<file path="config.mk">
export PLATFORM = sky130hd
export DESIGN_NAME = twiddle_seq
export DESIGN_NICKNAME = d
export VERILOG_FILES = /design/src/rtl/twiddle_pkg.sv /design/src/rtl/twiddle_seq_ctl.sv /design/src/rtl/twiddle_seq.sv
export SDC_FILE = /design/constraint.sdc
export NUM_CORES = 1
export LEC_CHECK = 0
export BUFFER_PORTS_ARGS = -buffer_cell sky130_fd_sc_hd__buf_2
export CORE_ASPECT_RATIO = 1.75
export CORE_MARGIN = 2
export CORE_UTILIZATION = 50
export DETAILED_ROUTE_END_ITERATION = 6
export PLACE_DENSITY = 0.72
export SETUP_SLACK_MARGIN = 0.15
export SLEW_MARGIN = 20
export SYNTH_ARGS = -nofsm -noshare
export SYNTH_HDL_FRONTEND = slang
export SYNTH_SLANG_ARGS = --single-unit
</file>
<file path="constraint.sdc">
create_clock -name clk -period 4.5 [get_ports clk]
set_input_delay 0.675 -clock clk [delete_from_list [all_inputs] [get_ports clk]]
set_output_delay 0.675 -clock clk [all_outputs]
set_load 0.01 [all_outputs]
</file>
<file path="src/rtl/twiddle_pkg.sv">
// Shared types and constants for the FFT twiddle ROM read sequencer.
// ROM layout: addr[5:4] selects the bank, addr[3:0] is the index k.
package twiddle_pkg;

   localparam int DATA_W = 16;
   localparam int ADDR_W = 6;
   localparam int K_W    = 4;
   localparam int REP_W  = 8;

   localparam logic [1:0] BANK_W32   = 2'b00;
   localparam logic [1:0] BANK_W16   = 2'b01;
   localparam logic [1:0] BANK_W48   = 2'b10;
   localparam logic [1:0] BANK_UNITY = 2'b11;

   localparam logic [K_W-1:0] TW_INDEX_MAX = 4'd15;

   typedef enum logic [2:0] {
      S_IDLE,
      S_F1,
      S_F2,
      S_F3,
      S_CAP,
      S_OUT,
      S_DONE
   } state_e;

   // Bypass forces every fetch onto the unity bank.
   function automatic logic [1:0] fetch_bank(
      input logic       byp,
      input logic [1:0] bank
   );
      return byp ? BANK_UNITY : bank;
   endfunction

endpackage

</file>
<file path="src/rtl/twiddle_seq_ctl.sv">
// Fetch FSM with k and repeat counters; drives the ROM address and capture strobes.
// Ports: start/abort/bypass/cfg_repeat_i, tw_ready_i in; rom_addr_o, cap*_o, k/valid/last/busy/done out.
module twiddle_seq_ctl
   import twiddle_pkg::*;
(
   input  logic              clk,
   input  logic              rst_n,
   input  logic              start_i,
   input  logic              abort_i,
   input  logic              bypass_i,
   input  logic [REP_W-1:0]  cfg_repeat_i,
   input  logic              tw_ready_i,
   output logic [ADDR_W-1:0] rom_addr_o,
   output logic              cap1_o,
   output logic              cap2_o,
   output logic              load_o,
   output logic [K_W-1:0]    k_o,
   output logic              valid_o,
   output logic              last_o,
   output logic              busy_o,
   output logic              done_o
);

   state_e              state_q, state_d;
   logic [K_W-1:0]      k_q, k_d;
   logic [REP_W-1:0]    rep_q, rep_d;
   logic [REP_W-1:0]    cfg_q, cfg_d;
   logic                byp_q, byp_d;
   logic [ADDR_W-1:0]   addr_q, addr_d;
   logic                fire;

   assign fire = (state_q == S_OUT) && tw_ready_i;

   always_comb begin
      state_d = state_q;
      k_d     = k_q;
      rep_d   = rep_q;
      cfg_d   = cfg_q;
      byp_d   = byp_q;
      addr_d  = addr_q;
      unique case (state_q)
         S_IDLE: begin
            if (start_i) begin
               state_d = S_F1;
               byp_d   = bypass_i;
               cfg_d   = cfg_repeat_i;
               k_d     = '0;
               addr_d  = {fetch_bank(bypass_i, BANK_W16), 4'd0};
            end
         end
         S_F1: begin
            state_d = S_F2;
            addr_d  = {fetch_bank(byp_q, BANK_W32), k_q};
         end
         S_F2: begin
            state_d = S_F3;
            addr_d  = {fetch_bank(byp_q, BANK_W48), k_q};
         end
         S_F3: begin
            state_d = S_CAP;
         end
         S_CAP: begin
            state_d = S_OUT;
            rep_d   = (cfg_q == '0) ? 8'd1 : cfg_q;
         end
         S_OUT: begin
            if (fire) begin
               if (rep_q == 8'd1) begin
                  if (k_q == TW_INDEX_MAX) begin
                     state_d = S_DONE;
                  end else begin
                     state_d = S_F1;
                     k_d     = k_q + 4'd1;
                     addr_d  = {fetch_bank(byp_q, BANK_W16), k_q + 4'd1};
                  end
               end else begin
                  rep_d = rep_q - 8'd1;
               end
            end
         end
         S_DONE: begin
            state_d = S_IDLE;
         end
         default: begin
            state_d = S_IDLE;
         end
      endcase
      // Abort wins over everything; the address simply holds.
      if (abort_i) begin
         state_d = S_IDLE;
         addr_d  = addr_q;
      end
   end

   always_ff @(posedge clk or negedge rst_n) begin
      if (!rst_n) begin
         state_q <= S_IDLE;
         k_q     <= '0;
         rep_q   <= '0;
         cfg_q   <= '0;
         byp_q   <= 1'b0;
         addr_q  <= '0;
      end else begin
         state_q <= state_d;
         k_q     <= k_d;
         rep_q   <= rep_d;
         cfg_q   <= cfg_d;
         byp_q   <= byp_d;
         addr_q  <= addr_d;
      end
   end

   // ROM data lags the address by one cycle, so each strobe
   // captures the word addressed in the previous state.
   assign cap1_o     = (state_q == S_F2) && !abort_i;
   assign cap2_o     = (state_q == S_F3) && !abort_i;
   assign load_o     = (state_q == S_CAP) && !abort_i;
   assign rom_addr_o = addr_q;
   assign k_o        = k_q;
   assign valid_o    = (state_q == S_OUT);
   assign last_o     = (state_q == S_OUT) && (k_q == TW_INDEX_MAX)
                       && (rep_q == 8'd1);
   assign busy_o     = (state_q != S_IDLE);
   assign done_o     = (state_q == S_DONE);

endmodule

</file>
<file path="src/rtl/twiddle_seq.sv">
// Read-side twiddle ROM sequencer: fetches W^16k, W^32k, W^48k and presents them as a triplet.
// Ports: start/abort/bypass/cfg_repeat control, rom_addr/rom_data*, tw_* valid/ready output, busy/done.
module twiddle_seq
   import twiddle_pkg::*;
#(
   parameter int DATA_WIDTH = 16,
   parameter int ADDR_WIDTH = 6
) (
   input  logic                  clk,
   input  logic                  rst_n,
   input  logic                  start,
   input  logic                  abort,
   input  logic                  bypass,
   input  logic [7:0]            cfg_repeat,
   output logic [ADDR_WIDTH-1:0] rom_addr,
   input  logic [DATA_WIDTH-1:0] rom_datar,
   input  logic [DATA_WIDTH-1:0] rom_datai,
   output logic                  tw_valid,
   input  logic                  tw_ready,
   output logic [DATA_WIDTH-1:0] tw1r,
   output logic [DATA_WIDTH-1:0] tw1i,
   output logic [DATA_WIDTH-1:0] tw2r,
   output logic [DATA_WIDTH-1:0] tw2i,
   output logic [DATA_WIDTH-1:0] tw3r,
   output logic [DATA_WIDTH-1:0] tw3i,
   output logic [3:0]            tw_k,
   output logic                  tw_last,
   output logic                  busy,
   output logic                  done
);

   logic cap1, cap2, load;

   logic [DATA_WIDTH-1:0] s1r_q, s1i_q, s2r_q, s2i_q;
   logic [DATA_WIDTH-1:0] o1r_q, o1i_q, o2r_q, o2i_q;
   logic [DATA_WIDTH-1:0] o3r_q, o3i_q;

   twiddle_seq_ctl u_ctl (
      .clk          (clk),
      .rst_n        (rst_n),
      .start_i      (start),
      .abort_i      (abort),
      .bypass_i     (bypass),
      .cfg_repeat_i (cfg_repeat),
      .tw_ready_i   (tw_ready),
      .rom_addr_o   (rom_addr),
      .cap1_o       (cap1),
      .cap2_o       (cap2),
      .load_o       (load),
      .k_o          (tw_k),
      .valid_o      (tw_valid),
      .last_o       (tw_last),
      .busy_o       (busy),
      .done_o       (done)
   );

   always_ff @(posedge clk or negedge rst_n) begin
      if (!rst_n) begin
         s1r_q <= '0;
         s1i_q <= '0;
         s2r_q <= '0;
         s2i_q <= '0;
         o1r_q <= '0;
         o1i_q <= '0;
         o2r_q <= '0;
         o2i_q <= '0;
         o3r_q <= '0;
         o3i_q <= '0;
      end else begin
         if (cap1) begin
            s1r_q <= rom_datar;
            s1i_q <= rom_datai;
         end
         if (cap2) begin
            s2r_q <= rom_datar;
            s2i_q <= rom_datai;
         end
         // Third word goes straight to the output bank.
         if (load) begin
            o1r_q <= s1r_q;
            o1i_q <= s1i_q;
            o2r_q <= s2r_q;
            o2i_q <= s2i_q;
            o3r_q <= rom_datar;
            o3i_q <= rom_datai;
         end
      end
   end

   assign tw1r = o1r_q;
   assign tw1i = o1i_q;
   assign tw2r = o2r_q;
   assign tw2i = o2i_q;
   assign tw3r = o3r_q;
   assign tw3i = o3i_q;

endmodule

</file>
# [After elaboration in Yosys (flattened, before gate mapping)]
# Cells that the tools add are included.
[word_totals] regBits=190 in_bits=46 output_inout_bits=110 romBits=0 mem_count=0 ramBits=0 elab_cells=77 latchBits=0
[classes] order_cmp=0 n_bitwise=1 reduce_logical=18 div_mod_pow=0 add_sub_neg=2 multipliers=0 shifts=0 eq_ne=16 n_mux=24
[op_table] op="two-way mux 6 bit" n=4
[op_table] op="two-way mux 8 bit" n=3
[op_table] op="one-hot mux 6 bit (4 select lines)" n=1
[op_table] op="one-hot mux 3 bit (6 select lines)" n=1
[op_table] op="two-way mux 4 bit" n=4
[op_table] op="one-hot mux 8 bit (2 select lines)" n=1
[op_table] op="two-way mux 3 bit" n=5
[op_table] op="== test 3 bit, second input constant" n=3
[op_table] op="== test 8 x 1 -> 1 bit, second input constant" n=1
[op_table] op="logical NOT 8 bit" n=1
[op_table] op="one-hot mux 4 bit (2 select lines)" n=1
[op_table] op="subtractor 8 x 1 -> 8 bit, second input constant" n=1
[op_table] op="== test 3 x 2 -> 1 bit, second input constant" n=2
[op_table] op="logical AND 1 bit" n=6
[op_table] op="two-way mux 2 bit" n=3
[op_table] op="!= test 2 bit, second input constant" n=3
[op_table] op="!= test 3 x 2 -> 1 bit, second input constant" n=2
[op_table] op="AND reduction 3 bit" n=2
[op_table] op="AND reduction 6 bit" n=1
[op_table] op="AND reduction 5 bit" n=1
[op_table] op="adder 4 x 1 -> 4 bit, second input constant" n=1
[op_table] op="== test 4 bit, second input constant" n=1
[op_table] op="!= test 2 x 1 -> 1 bit, second input constant" n=2
[op_table] op="nonzero test 2 bit" n=2
[op_table] op="9 further kinds" n=9

# [Depth between registers and ports, before layout]
# Gate-level depths: netlist of run 1.
[logic_depth] word_depth=6 mapped_depth=8

# [Cells and area by module]
# A second synthesis of run 1 with hierarchy kept.
[unflattened] cells_unflattened=518 area_unflattened_um2=7945.1
[by_module_without_submodules] module="twiddle_seq" cells_per_inst=339 seq_area_each_um2=4003.8 n_inst=1 area_per_inst_um2=6139.6
[by_module_without_submodules] module="twiddle_seq_ctl" cells_per_inst=179 seq_area_each_um2=750.7 n_inst=1 area_per_inst_um2=1805.5

# [Least setup slack after synthesis of run 1]
# No wires, ideal clock.
[synth_path] kind="register to output" startpoint="reg u_ctl.rep_q[1]" endpoint="out tw_last" t_arrival_ns=1.343 slack_ns=2.482 required_ns=3.825 path_stages_with_launch=6 cell_sequence="dfrtp_1 > inv_1 > ha_1 > nor3b_4 > nand2_1 > nor3_1"
[synth_between] elab_chain_cells=2
[synth_lines] item="start, declared" line="twiddle_seq_ctl.sv:26" text="logic [REP_W-1:0] rep_q, rep_d;"
[synth_lines] item="start signal, assigned" line="twiddle_seq_ctl.sv:106" text="rep_q <= rep_d;"
[synth_lines] item="== test 8 x 1 -> 1 bit" line="twiddle_seq_ctl.sv:122" text="&& (rep_q == 8'd1);"
[synth_lines] item="logical AND 1 bit" line="twiddle_seq_ctl.sv:122"
[synth_lines] item="end, declared" line="twiddle_seq.sv:27" text="output logic tw_last,"
# No other way between the ends.

# [Final worst setup path of run 1]
[layout_path] startpoint="reg u_ctl.state_q[0]" endpoint="out tw_valid"
[layout_between] elab_chain_cells=1
[layout_lines] item="start, declared" line="twiddle_seq_ctl.sv:24" text="state_e state_q, state_d;"
[layout_lines] item="start signal, assigned" line="twiddle_seq_ctl.sv:104" text="state_q <= state_d;"
[layout_lines] item="== test 3 bit" line="twiddle_seq_ctl.sv:120" text="assign valid_o = (state_q == S_OUT);"
[layout_lines] item="end, declared" line="twiddle_seq.sv:18" text="output logic tw_valid,"
# No other way between the ends.

==> results of run 1 <==
-- layout by cell type, fill, tap and decap left out, types with 7 or more instances in the layout --
cell type	count
dfrtp_1	190
mux2_2	174
buf_2	154
clkbuf_16	17
a21oi_1	12
nand2_1	11
nor2_1	11
inv_1	10
o22ai_1	8
a31oi_1	7
mux2i_1	7
buf_4	7
-- layer usage --
metal	share of wire, %	routed length (µm)	vias to the layer above
li1	-	-	2197
met1	37	6080	2457
met4	2.4	388	0
met3	4.9	806	28
met5	0	0	-
met2	55	9010	150
-- report_power, final --
part | internal, mW | switching, mW | leakage [nW] | total, mW
clock | 0.803 | 0.723 | 0.296 | 1.53
combinational | 0.584 | 0.493 | 1.87 | 1.08
sequential | 2.16 | 0.282 | 2.48 | 2.45
total | 3.55 | 1.50 | 4.64 | 5.05
-- synth_stat cells (all sizes together) --
| master | instances |
|---|---|
| nor3 | 5 |
| o21bai | 1 |
| xnor2 | 1 |
| a22o | 2 |
| nand3 | 4 |
| mux2i | 7 |
| nand2 | 11 |
| o221ai | 1 |
| a21o | 1 |
| a22oi | 1 |
| nor4bb | 1 |
| dfrtp | 190 |
| o31ai | 3 |
| and3 | 2 |
| o22ai | 8 |
| o32ai | 1 |
| ha | 3 |
| or3 | 2 |
| nand3b | 3 |
| mux2 | 175 |
| a211oi | 1 |
| a2111oi | 2 |
| buf | 21 |
| nor4b | 1 |
| a211o | 1 |
| o311ai | 1 |
| clkbuf | 5 |
| a31oi | 7 |
| and2b | 1 |
| a21oi | 12 |
| or3b | 3 |
| nor2 | 13 |
| nand2b | 5 |
| nor4 | 4 |
| or4 | 2 |
| nor3b | 2 |
| o21ai | 6 |
| a41oi | 1 |
| inv | 10 |
| o41ai | 1 |
-- through the flow --
step	hold WS [ps]	utilization (%)
global route	333	61.0
detailed placement	490	57.0
floorplan	379	-
CTS	338	61.0
global placement	468	57.0
finish	275	61.0
-- worst max path at each step --
| stage | from | to |
|---|---|---|
| after global routing | u_ctl.state_q[0] | tw_valid |
| after floorplan | u_ctl.rep_q[1] | tw_last |
| after detailed placement | u_ctl.state_q[2] | tw2r[14] |
| after global placement | u_ctl.state_q[2] | tw3r[15] |
| final | u_ctl.state_q[0] | tw_valid |
| after CTS | u_ctl.state_q[0] | tw_valid |
-- area by class of cell --
| cell class | count | area [µm²] |
|---|---|---|
| clock inverter | 15 | 189 |
| sequential | 190 | 4750 |
| multi-input combinational | 295 | 2830 |
| tap | 186 | 233 |
| inverter | 10 | 37.5 |
| clock buffer | 17 | 425 |
| fill | 1203 | 5940 |
| timing repair buffer | 162 | 835 |
-- cells by family (layout without fill, tap and decap cells) --
logic type                 count (synthesis)  after routing  synth area share, %
muxes                                    182            182                 26.4
buffers and inverters                     36            204                 2.27
DFF                                      190            190                 61.5
and+or+nand+nor                           59             59                 4.87
adders and majority gates                  3              3                0.485
xor gates and xnor gates                   1              1                0.113
AOI/OAI and AO/OA                         50             50                 4.40
-- flip-flops by register name, summed over array words and instances (netlist names), 6 cells and up --
register / cells
s1i_q: 16
s1r_q: 16
s2i_q: 16
s2r_q: 16
tw1i: 16
tw1r: 16
tw2i: 16
tw2r: 16
tw3i: 16
tw3r: 16
u_ctl.cfg_q: 8
u_ctl.rep_q: 8
u_ctl.rom_addr_o: 6
==> out/metrics.csv, run 1 <==
metric;value;unit
crit_path_end_kind;output port;
grt_pass1_vias;5190;
critPathTopFamily;flip-flops;
maxCapViolCount;0;
syn_area_per_cell;14.8;µm²
pin_count;156;
crit_chain;nand3b_1 -> inv_1 -> buf_2;
required;3830;ps
tightest_slew;979;ps
synth_top_area_share;61.5;%
r2r_cells;5;
htree_levels;4;
yosys.area.top_type;dfrtp_1;
dpl_cell_area;0.00869;mm²
power_leakage;4.64;nW
ys_top_cells_by_area;dfrtp_1, mux2_2, buf_2;
gp_congestion;0.871;
status;completed;
place_ws;1860;ps
dieWidth;98.0;µm
wirelength;16300;µm
timing.slew.headroom;34.8;%
r2r-end;tw2r[14];
cts_hold_buf;0;
drc;0;
dp_hpwl;11300;µm
numPortBuffers;155;
post_cts.repair.setup_buffers;0;
fin_nets;725;
ctsResizeCount;0;
syn_area;0.00773;mm²
synth_nets;570;
fin_area;0.00930;mm²
rsz0062_at_grt;no;
numCtsBuffers;17;
yosysWarnings;0;
slowest_stage;dfrtp_1;
die_h;169;µm
top_usage_layer;met2;
root_buffer;clkbuf_16;
fmax;328;MHz
wl_per_cell;18.6;µm
path_class;reg2out;
place_inst;843;
ant_nets;0;
diodes;0;
std_cell_rows;60;
hold_viol_final;0;
yosysSeqAreaShare;61.5;%
grt_pass1_wl;26500;µm
cp.buffers_inverters;2;
grt_start_max_net_pins;90;
clk_transition_reported_paths;80;ps
numClockSinks;190;
synth_cell_type_count;51;
fin_setup_tns;0;ps
drive_above_1_share;55.3;%
antenna_found_initial;0;
worst_slack;1460;ps
max_stage_delay;990;ps
die_area;0.0165;mm²
path_max_fanout;30;
syn2layout_area_growth;20.3;%
grt_usage;20.2;%
drt_first_pass_iters;5;
hold_path_class;in2async;
maxSlewViolCount;0;
setup.worst_path.start_class;flip-flop;
cp.depth;3;
r2r_start;u_ctl.state_q[2];
fin_cells;875;
start_util;50.7;%
setup_viol_count_final;0;
grt_use_met1;22.6;%
crit_arrival;2370;ps
power;5.05;mW
grt_overflow;0;
use_met2;37.2;%
worst_clock_skew;13.8;ps
post-route-min-period;3040;ps
num_vias;4832;
placeableCoreArea;0.0152;mm²
viasPerCell;5.52;
cts_tree;done;
timing.final.crit_share;67.7;%
clockBufferDepth;2;
syn_inst;521;
powerDensity;543;mW/mm²
synth-seq-cells;190;
ff2ff_setup_slack;1810;ps
ir_drop;0.303;mV
worst_skew_pair.late_latency;430;ps
gr-usage-met3;4.54;%
drtIter0Drc;208;
Power figures use the tool's default switching activity.
==> run 2: changes to the inputs <==
--- a/config.mk
+++ b/config.mk
@@ -5,6 +5,7 @@
 export SDC_FILE = /design/constraint.sdc
 export NUM_CORES = 1
 export LEC_CHECK = 0
+export ABC_AREA = 1
 export BUFFER_PORTS_ARGS = -buffer_cell sky130_fd_sc_hd__buf_2
 export CORE_ASPECT_RATIO = 1.75
 export CORE_MARGIN = 2
==> constraint.sdc (replaced) <==
create_clock -name clk -period 3.05 [get_ports clk]
set_input_delay 0.4575 -clock clk [delete_from_list [all_inputs] [get_ports clk]]
set_output_delay 0.4575 -clock clk [all_outputs]
set_load 0.01 [all_outputs]
==> run 2 against run 1 <==
  * Register-to-register slack worse by 840 ps
  * Highest routed layer unchanged
  * Clock skew is 3.1 ps lower
  * Via count is 14% higher
  * Cell count is 25% higher
  * Total power is 47% higher
==> out/metrics.csv, run 2 <==
metric;value;unit
status;completed;
gp_congestion;0.856;
route.met3.wl;756;µm
worst_slack;688;ps
htree_levels;4;
final_util;61.6;%
place_ws;989;ps
drive_above_1_share;25.0;%
setup.worst_path.start_class;flip-flop;
ir_drop;0.434;mV
worst_skew_pair.late_latency;420;ps
wl_per_cell;15.0;µm
rsz0062_at_grt;no;
post-route-min-period;2360;ps
cts_hold_buf;0;
grt_overflow;0;
antenna_found_initial;0;
yosys.area.top_type;dfrtp_1;
hold_path_class;in2async;
grt_pass1_wl;27600;µm
fin_setup_tns;0;ps
startpoint;u_ctl.state_q[0];
drt_first_pass_iters;4;
numPortBuffers;155;
ant_nets;0;
crit_chain;nand3_2 -> inv_1 -> buf_4 -> buf_2;
maxCapViolCount;0;
syn_area;0.00767;mm²
dp_hpwl;11700;µm
std_cell_rows;59;
num_vias;5495;
tightest_slew;691;ps
maxSlewViolCount;0;
hold_viol_final;0;
root_buffer;clkbuf_16;
max_stage_delay;490;ps
viasPerCell;5.02;
setup_viol_count_final;0;
layout_common_cells;dfrtp_1, nand2_1, buf_2;
numCtsBuffers;17;
layout_commonest_cell;dfrtp_1;
hold_ws;24.1;ps
grt_start_max_net_pins;73;
synth_top_flop_cell;dfrtp_1;
powerDensity;809;mW/mm²
timing.final.crit_share;77.5;%
clk_transition_reported_paths;70;ps
synth_cell_type_count;22;
drtIter0Drc;301;
synth_edf_count;0;
synth-seq-cells;190;
die_h;168;µm
ys_top_cells_by_area;dfrtp_1, nand2_1, o21ai_0;
crit_end;tw_valid;
synth_top_area_share;62.0;%
wl_met2;8350;µm
ys_async_sr_fraction;100;%
drc;0;
grt_pass1_vias;5522;
cts_tree;done;
worst_clock_skew;10.7;ps
post_cts.repair.setup_buffers;0;
r2r-end;s2i_q[3];
fillers;1267;
path_class;reg2out;
pin_count;156;
diodes;0;
fin_nets;948;
fmax;423;MHz
r2r_cells;6;
clockBufferDepth;2;
die_area;0.0164;mm²
top_layer;met4;
grt_usage;21.1;%
ys_top_cells_by_count;dfrtp_1, nand2_1, o21ai_0, inv_1, nor2_1;
slowest_stage;dfrtp_1;
r2r_start;u_ctl.state_q[1];
syn2layout_area_growth;19.8;%
yosysWarnings;0;
crit_arrival;1900;ps
required;2590;ps
start_util;51.4;%
ctsResizeCount;0;
timing.slew.headroom;53.8;%
syn_area_per_cell;10.2;µm²
yosysSeqAreaShare;62.0;%
syn_inst;750;
crit_path_end_kind;output port;
ff2ff_setup_slack;970;ps
dieWidth;97.6;µm
path_max_fanout;14;
power_leakage;5.22;nW
wirelength;16500;µm
wl_met1;6800;µm
numClockSinks;190;
placeableCoreArea;0.0149;mm²
synth_nets;799;
==> run 2: cell types whose count changed in the layout (fill, tap and decap cells not counted), sizes merged, moves of 4 or more <==
cell    previous run  this run
o22ai              8         0
mux2             175        66
nand3              4        32
nor3               5         1
nand2b             5         0
a31oi              7         0
nand2             11       190
inv               17        75
nor2              13        44
nor4               4         0
mux2i              7         0
o21ai              6       108
==> run 2: how the worst min path moves through the flow <==
stage	to	slack [ps]	from	cells past startpoint
final	u_ctl.cfg_q[1]	20	rst_n	1
after global routing	u_ctl.cfg_q[0]	50	rst_n	1
after CTS	u_ctl.cfg_q[0]	50	rst_n	1
after detailed placement	s2i_q[4]	470	s2i_q[4]	2
after global placement	s2i_q[3]	460	s2i_q[3]	2
after floorplan	s1i_q[0]	160	rst_n	0
==> run 2: critical path: cells and delay by family, from the launching register on <==
| kind | cells | cell delay [ps] |
|---|---|---|
| DFF | 1 | 490 |
| and+or+nand+nor | 1 | 310 |
| buffers and inverters | 3 | 680 |
==> run 2: final cells by class <==
| class | instances | area [µm²] | share of cell area [%] |
|---|---|---|---|
| Inverter | 70 | 263 | 2.86 |
| Multi-Input combinational cell | 457 | 2490 | 27.1 |
| Sequential cell | 190 | 4750 | 51.7 |
| Clock inverter | 13 | 128 | 1.39 |
| Tap cell | 183 | 229 | 2.49 |
| Timing Repair Buffer | 163 | 882 | 9.60 |
| Clock buffer | 19 | 443 | 4.82 |
==> run 2: cells by family (layout without fill, tap and decap cells) <==
logic type | after synthesis | after routing | share of synthesized area, %
simple gates | 270 | 270 | 14.0
flops | 190 | 190 | 62.0
mux | 66 | 66 | 9.94
buf+inv | 103 | 265 | 5.78
compound gates | 118 | 118 | 7.74
fa+ha+maj | 3 | 3 | 0.490
==> run 2: metrics by stage <==
step                      std cells  power, mW  area [µm²]
after floorplan                 750       4.63        7670
after global placement         1063       5.28        8610
after detailed placement       1063       5.37        8610
after CTS                      1095       7.51        9180
after global routing           1095       7.90        9190
final                          1095       7.43        9190
==> run 2: report_power, final <==
part / switching (mW) / internal (mW) / leakage, nW
clock network: 1.02 / 1.10 / 0.276
logic: 0.916 / 0.684 / 2.43
registers: 0.446 / 3.26 / 2.52
==> run 2: layer usage <==
layer / GRT usage [%] / up-vias
li1: - / 2711
met1: 26.4 / 2601
met2: 35.1 / 145
met3: 4.57 / 38
met4: 9.48 / 0
met5: 0 / -
==> run 3: changes to the inputs <==
==> constraint.sdc (replaced) <==
create_clock -name clk -period 2.2 [get_ports clk]
set_input_delay 0.33 -clock clk [delete_from_list [all_inputs] [get_ports clk]]
set_output_delay 0.33 -clock clk [all_outputs]
set_load 0.01 [all_outputs]
==> run 3 against run 2 <==
  * Critical path depth up 2
  * Hold slack better by 120 ps
  * Highest routed layer unchanged
  * Sequential share of layout area down 0.52 points
  * Largest power group unchanged
  * Critical path type unchanged
  * First-iteration DRC count is 26% lower
  * Non-clock buffer count increased by 5
  * Design area increased by 1.0%
  * Sequential power is 38% higher
  * Count of clock-buffer cells in the layout did not move
  * Via count grew 1.9%
==> out/metrics.csv, run 3 (same netlist as run 2, synthesis figures left out) <==
metric;value;unit
numClockSinks;190;
seqPwrFrac;49.4;%
viasPerCell;5.09;
std_cell_rows;59;
fin_setup_tns;0;ps
p_switching;3.31;mW
tightest_slew;533;ps
clockBufferDepth;2;
worst_clock_skew;8.69;ps
gp_congestion;0.854;
maxSlewViolCount;0;
layout_commonest_cell;dfrtp_1;
hold_viol_final;0;
max_stage_delay;430;ps
ff2ff_setup_slack;480;ps
numCtsBuffers;17;
p_int;7.06;mW
timing.final.crit_share;88.4;%
drt_first_pass_iters;4;
p_sw_share;31.9;%
p_clk_share;28.7;%
drtIter0Drc;222;
grt_start_max_net_pins;66;
fmax;514;MHz
place_inst;1067;
drive_above_1_share;26.0;%
path_class;reg2out;
fin_cells;1100;
num_vias;5599;
htree_levels;4;
setup_viol_count_final;0;
layout_common_cells;dfrtp_1, nand2_1, buf_2;
grt_overflow;0;
powerDensity;1120;mW/mm²
placeableCoreArea;0.0149;mm²
die_h;168;µm
grt_pass1_vias;5769;
setup.worst_path.start_class;flip-flop;
r2r-end;u_ctl.rom_addr_o[1];
grt_pass1_wl;28500;µm
timing.slew.headroom;64.3;%
crit_path_end_kind;output port;
ant_nets;0;
numPortBuffers;155;
ir_drop;0.654;mV
maxCapViolCount;0;
pin_count;156;
status;completed;
hold_path_class;in2reg;
startpoint;u_ctl.rep_q[3];
required;1870;ps
start_util;51.4;%
drc;0;
final_util;62.3;%
dp_hpwl;11800;µm
r2r_start;u_ctl.k_o[0];
crit_end;tw_last;
crit_chain;nor2_2 -> nand2_1 -> nor2_1 -> nand2_1 -> nor2_1 -> buf_2;
antenna_found_initial;0;
fin_nets;953;
clk_transition_reported_paths;70;ps
path_max_fanout;5;
cts_tree;done;
wirelength;16900;µm
worst_skew_pair.late_latency;430;ps
power_leakage;5.26;nW
post-route-min-period;1950;ps
grt_usage;21.7;%
rsz0062_at_grt;no;
root_buffer;clkbuf_16;
r2r_cells;7;
slowest_stage;dfrtp_1;
syn2layout_area_growth;21.1;%
die_area;0.0164;mm²
dieWidth;97.6;µm
diodes;0;
crit_arrival;1620;ps
wl_per_cell;15.4;µm
comb_power_share;22.0;%
[run 3: changes by cell type in the layout (fill, tap and decap cells not counted), sizes merged]
cell,delta
clkinv,-1
inv,+1
dlygate4sd3,+1
buf,+4
[run 3: power by group through the flow]
| stage | Sequential [mW] | Clock, mW | Combinational [mW] |
|---|---|---|---|
| after detailed placement | 5.16 | 0 | 2.28 |
| final | 5.12 | 2.97 | 2.28 |
| after global routing | 5.26 | 3.18 | 2.61 |
| after floorplan | 5.23 | 0 | 1.19 |
| after global placement | 5.12 | 0 | 2.22 |
| after CTS | 5.11 | 3.05 | 2.30 |
[run 3: through the flow]
stage / power (mW) / area [µm²] / setup WS [ps] / hold slack [ps]
2_1_floorplan: 6.42 / 7670 / 687 / 34.4
5_1_grt: 11.0 / 9280 / 157 / 129
6_report: 10.4 / 9280 / 255 / 142
3_5_place_dp: 7.45 / 8680 / 472 / 328
4_1_cts: 10.5 / 9270 / 159 / 120
3_3_place_gp: 7.34 / 8680 / 528 / 331
[run 3: critical path: cells and delay by family (launching register included)]
kind	cells	cell delay, ps
AND/OR/NAND/NOR	5	610
buffers and inverters	1	150
flip-flops	1	430
[run 3: repair_timing]
action | CTS | global route
gates resized for setup | 0 | 6
endpoints found under the setup margin | 0 | 2
hold buffers | 1 | 0
endpoints found under the hold margin | 53 | 0
buffers inserted | 0 | 0
[run 3: area by class of cell]
class	instances	area, µm²
timing repair buffer	168	960
fill	1264	5630
tap	183	229
inverter	70	263
sequential	190	4760
clock buffer	19	453
clock inverter	13	124
multi-input combinational	457	2500
[run 3: worst min-delay path by stage]
stage	start	endpoint	slack [ps]	cells past startpoint
after floorplan	rst_n	s1i_q[0]	30	0
after global placement	rst_n	tw2i[2]	330	1
after detailed placement	rst_n	tw3i[9]	330	1
after CTS	cfg_repeat[3]	u_ctl.cfg_q[3]	120	2
after global routing	cfg_repeat[3]	u_ctl.cfg_q[3]	130	2
final	cfg_repeat[3]	u_ctl.cfg_q[3]	140	2
[run 3: metal layers]
metal	share of wire (%)	up-vias	global-route usage, %
met5	0	-	0
met4	2.4	0	7.55
met3	4.6	31	5.06
met2	52	149	37.9
met1	41	2698	26.4
li1	-	2721	-
